--- config.mk ---
export PLATFORM = sky130hd
export DESIGN_NAME = button_cleanup
export DESIGN_NICKNAME = d
export VERILOG_FILES = /design/src/rtl/cleanup_pkg.sv /design/src/rtl/sync_2ff.sv /design/src/rtl/button_cleanup.sv
export SDC_FILE = /design/constraint.sdc
export NUM_CORES = 1
export LEC_CHECK = 0
export CORE_MARGIN = 4
export CORE_UTILIZATION = 49
export CTS_CLUSTER_SIZE = 16
export DETAILED_ROUTE_END_ITERATION = 6
export HOLD_SLACK_MARGIN = 0.06
export PLACE_DENSITY = 0.79
export SLEW_MARGIN = 20
export SYNTH_ARGS = -nofsm -noshare
export SYNTH_HDL_FRONTEND = slang
export SYNTH_SLANG_ARGS = --single-unit
--- constraint.sdc ---
create_clock -name clk -period 2.4 [get_ports clk]
set_clock_uncertainty 0.2 [all_clocks]
set_input_delay 0.24 -clock clk [delete_from_list [all_inputs] [get_ports clk]]
set_output_delay 0.24 -clock clk [all_outputs]
set_load 0.02 [all_outputs]
--- src/rtl/cleanup_pkg.sv ---
// Shared definitions for the button/tick cleanup blocks: FSM state encoding and
// synchroniser depth.
package cleanup_pkg;

    localparam logic [1:0] S_LOW  = 2'd0;
    localparam logic [1:0] S_RISE = 2'd1;
    localparam logic [1:0] S_HIGH = 2'd2;
    localparam logic [1:0] S_FALL = 2'd3;

    localparam int unsigned SYNC_STAGES = 2;

    typedef enum logic [1:0] {
        StLow  = S_LOW,
        StRise = S_RISE,
        StHigh = S_HIGH,
        StFall = S_FALL
    } state_e;

endpackage

--- src/rtl/sync_2ff.sv ---
// Flop-chain synchroniser for a single asynchronous level input.
module sync_2ff
    import cleanup_pkg::*;
(
    input  logic clk,
    input  logic rst,
    input  logic d,
    output logic q
);

    logic [SYNC_STAGES-1:0] sync_q;

    always_ff @(posedge clk or posedge rst) begin
        if (rst) begin
            sync_q <= '0;
        end else begin
            sync_q <= {sync_q[SYNC_STAGES-2:0], d};
        end
    end

    assign q = sync_q[SYNC_STAGES-1];

endmodule

--- src/rtl/button_cleanup.sv ---
// Push-button debouncer: synchronises btn_raw, samples it on sample_en and accepts a level
// change only after STABLE_SAMPLES agreeing samples; counts aborted transitions.
module button_cleanup
    import cleanup_pkg::*;
#(
    parameter int unsigned STABLE_SAMPLES = 4,
    parameter int unsigned CNT_W          = 3,
    parameter int unsigned BOUNCE_W       = 8
) (
    input  logic                clk,
    input  logic                rst,
    input  logic                btn_raw,
    input  logic                sample_en,
    input  logic                bounce_clr,
    output logic                btn_clean,
    output logic                press_pulse,
    output logic                release_pulse,
    output logic [BOUNCE_W-1:0] bounce_count
);

    localparam logic [CNT_W-1:0]    LastCnt   = CNT_W'(STABLE_SAMPLES - 1);
    localparam logic [BOUNCE_W-1:0] BounceMax = '1;

    logic             btn_s;
    logic             bounce_inc;
    state_e           state_q;
    logic [CNT_W-1:0] cnt_q;

    sync_2ff u_sync (
        .clk (clk),
        .rst (rst),
        .d   (btn_raw),
        .q   (btn_s)
    );

    // A sample disagreeing with a pending transition aborts it and counts as a bounce.
    always_comb begin
        bounce_inc = sample_en &&
                     (((state_q == StRise) && !btn_s) || ((state_q == StFall) && btn_s));
    end

    always_ff @(posedge clk or posedge rst) begin
        if (rst) begin
            state_q       <= StLow;
            cnt_q         <= '0;
            btn_clean     <= 1'b0;
            press_pulse   <= 1'b0;
            release_pulse <= 1'b0;
            bounce_count  <= '0;
        end else begin
            press_pulse   <= 1'b0;
            release_pulse <= 1'b0;

            if (sample_en) begin
                unique case (state_q)
                    StLow: begin
                        if (btn_s) begin
                            state_q <= StRise;
                            cnt_q   <= CNT_W'(1);
                        end
                    end
                    StRise: begin
                        if (!btn_s) begin
                            state_q <= StLow;
                            cnt_q   <= '0;
                        end else if (cnt_q == LastCnt) begin
                            state_q     <= StHigh;
                            cnt_q       <= '0;
                            btn_clean   <= 1'b1;
                            press_pulse <= 1'b1;
                        end else begin
                            cnt_q <= cnt_q + 1'b1;
                        end
                    end
                    StHigh: begin
                        if (!btn_s) begin
                            state_q <= StFall;
                            cnt_q   <= CNT_W'(1);
                        end
                    end
                    StFall: begin
                        if (btn_s) begin
                            state_q <= StHigh;
                            cnt_q   <= '0;
                        end else if (cnt_q == LastCnt) begin
                            state_q       <= StLow;
                            cnt_q         <= '0;
                            btn_clean     <= 1'b0;
                            release_pulse <= 1'b1;
                        end else begin
                            cnt_q <= cnt_q + 1'b1;
                        end
                    end
                    default: begin
                        state_q <= StLow;
                        cnt_q   <= '0;
                    end
                endcase
            end

            if (bounce_clr) begin
                bounce_count <= '0;
            end else if (bounce_inc && (bounce_count != BounceMax)) begin
                bounce_count <= bounce_count + 1'b1;
            end
        end
    end

endmodule

==> results.yml <==
setup_path:
  start_kind: "flip-flop"
  worst-endpoint-arrival_ps: 2000
  r2r_slack_ps: 420
  cp-end-kind: "flip-flop"
  critical_path_class: "reg -> reg"
  required_ps: 2420
  rr_worst_depth: 5
  rr_endpoint: "bounce_count[7]"
  crit_fanout: 14
  r2r-start: "bounce_count[0]"
power:
  leakage_nw: 0.428
  power_frac_clock_pct: 23.5
  internal-power_w: 0.000528
  swShare_pct: 31.6
  p_sw_w: 0.000244
  p_total_w: 0.000772
  seqPwrFrac_pct: 50.7
  p_per_area_nw_per_um2: 749
  ir_drop_mv: 0.448
  share_comb_of_total_power_pct: 25.8
clock_tree:
  htreeDepth: 1
  insertion_delay_ps: 290
  clock_path_buffers: 2
  ctsRootBufferMaster: "clkbuf_4"
  post-cts-setup-buffer-count: 0
  clkSinkCount: 18
  path_clk_slew_ps: 100
  cts_resized: 0
  ctsHoldBuffers: 0
  cts_tree: "done"
  numCtsBuffers: 3
run:
  drv_cap: 0
synth:
  synth_top_area_share_pct: 52.9
  synthTopCellsByArea: "dfrtp_1 53%, a21oi_1 5.3%, o21ai_0 4.1%, o31ai_1 3.5%, ha_1 2.9%"
  synth_cells: 79
  ys_seq_elements: 18
  syn_area_per_cell_um2: 10.8
  synth_cell_types: 28
  synth_edf_count: 0
  synthTopCellsByCount: "18 x dfrtp_1, 9 x a21oi_1, 7 x o21ai_0, 5 x nand2_1, 5 x nand3_1"
  syn_nets: 86
  post-synth-top-count-cell: "dfrtp_1"
  seq_area_frac_synth_pct: 52.9
  ys.flop_type: "dfrtp_1"
  synthesis.area_um2: 851
  synthArstFlopShare_pct: 100
  yosys.area.top_type: "dfrtp_1"
  ys_warn_count: 0
sta:
  setup_violations: 0
  slew-limit-headroom_pct: 56.7
  hold_ws_ps: 126
  final_hold_viol_count: 0
  fin_ws_ps: 421
  finalMaxSlewViolations: 0
  tightest_slew_ps: 649
  clock.fmax_mhz: 505
  rsz0062_at_grt: "false"
  period_share_pct: 82.4
  finalCriticalPeriod_ps: 1980
  finalSetupTns_ps: 0
cells_and_area:
  fillerInstances: 119
  area_growth_pct: 21.2
  regArea_um2: 450
  layout.nets: 103
  antenna_cells: 0
  drive_gt1_share_pct: 9.47
  multi_input_area_um2: 367
  final_util_pct: 65.4
min_path:
  worstHoldPathType: "in -> async"
die:
  num_rows: 14
  die_area_um2: 2470
  chipWidth_um: 49.7
  io_pins: 16
  die_y_um: 49.7
  coreArea_um2: 1580
  start_util_pct: 54.0
place:
  numPortBuffers: 15
  place_ws_ps: 177
  place_congestion: 0.827
  dp_hpwl_mm: 1.07
global_route:
  antenna_found_initial: 0
  grt_remaining_overflow: 0
  grt_pass1_wl_mm: 2.64
  grt_pass1_vias: 630
  grt_max_degree: 19
  track_usage_pct: 13.7
routing:
  wl_per_cell_um: 13.0
  wirelength_mm: 1.45
  drc: 0
  vias: 650
  drt_iter0_markers: 13
  first_pass_iters: 4
  postRouteAntennaNets: 0
  vias_per_cell: 5.86
outcome:
  status: "completed"
worst max path at each step:
stage                    startpoint               to  cells after the start
floorplan           bounce_count[0]  bounce_count[3]                      6
global placement          sample_en  bounce_count[7]                      5
detailed placement        sample_en  bounce_count[4]                      5
CTS                 bounce_count[0]  bounce_count[4]                      5
global route        bounce_count[0]  bounce_count[4]                      5
finish              bounce_count[0]  bounce_count[7]                      5
cell usage in the layout (no fill, tap or decap), drive strengths merged:
master | Yosys | final
and2 | 1 | 1
nand2b | 1 | 1
clkbuf | 0 | 4
mux2i | 1 | 1
o21a | 1 | 1
nor4b | 1 | 1
xor2 | 2 | 2
inv | 2 | 2
dfrtp | 18 | 18
o211ai | 1 | 1
nor3b | 1 | 1
a21oi | 9 | 9
o31ai | 4 | 4
nand4 | 1 | 1
or4 | 3 | 3
mux2 | 1 | 1
or3 | 3 | 3
ha | 2 | 2
xnor2 | 1 | 1
clkdlybuf4s50 | 0 | 15
nor2b | 1 | 1
nand3 | 5 | 5
nor2 | 3 | 3
o21ai | 7 | 7
nand2 | 5 | 5
a32o | 1 | 1
a31oi | 1 | 1
worst max-delay path, cell delays in order, from the launching register on:
cell	delay (ps)
dfrtp_1	430
ha_1	250
nand3_1	110
o211ai_2	230
or4_1	530
a21oi_1	150
per-layer routing:
metal	track usage (%)	wire (um)	share of wire, %
met2	22.2	654	45
met1	16.5	699	48
met3	3.61	62	4.3
met4	7.37	29	2.0
met5	0	0	0
stage by stage:
stage | cells | cell area [um^2]
detailed placement | 107 | 995
finish | 111 | 1030
global placement | 107 | 995
floorplan | 79 | 851
global route | 111 | 1030
CTS | 111 | 1030
flip-flops by register name, indices dropped and copies added (netlist names), named ones only:
register / flops
bounce_count: 8
btn_clean: 1
cnt_q: 3
press_pulse: 1
release_pulse: 1
state_q: 1
u_sync.sync_q: 2
cell families after synthesis:
family	after synthesis	share of synthesized area, %
and+or+nand+nor	25	16.5
AOI/OAI and AO/OA	24	17.2
DFF	18	52.9
buffers and inverters	5	3.97
xor gates and xnor gates	3	3.97
muxes	2	2.50
adders and majority gates	2	2.94
power groups by stage:
stage	clock, W	sequential (W)	combinational [W]
5_1_grt	0.000203	0.000400	0.000225
2_1_floorplan	0	0.000396	0.000154
6_report	0.000181	0.000391	0.000200
3_3_place_gp	0	0.000396	0.000194
3_5_place_dp	0	0.000397	0.000198
4_1_cts	0.000188	0.000390	0.000200
cell type report:
class	instances	area share (%)
sequential	18	43.7
multi-input combinational	56	35.6
timing repair buffer	15	14.6
clock buffer	4	3.52
tap	16	1.94
inverter	2	0.728
(Power assumes the default switching activity.)
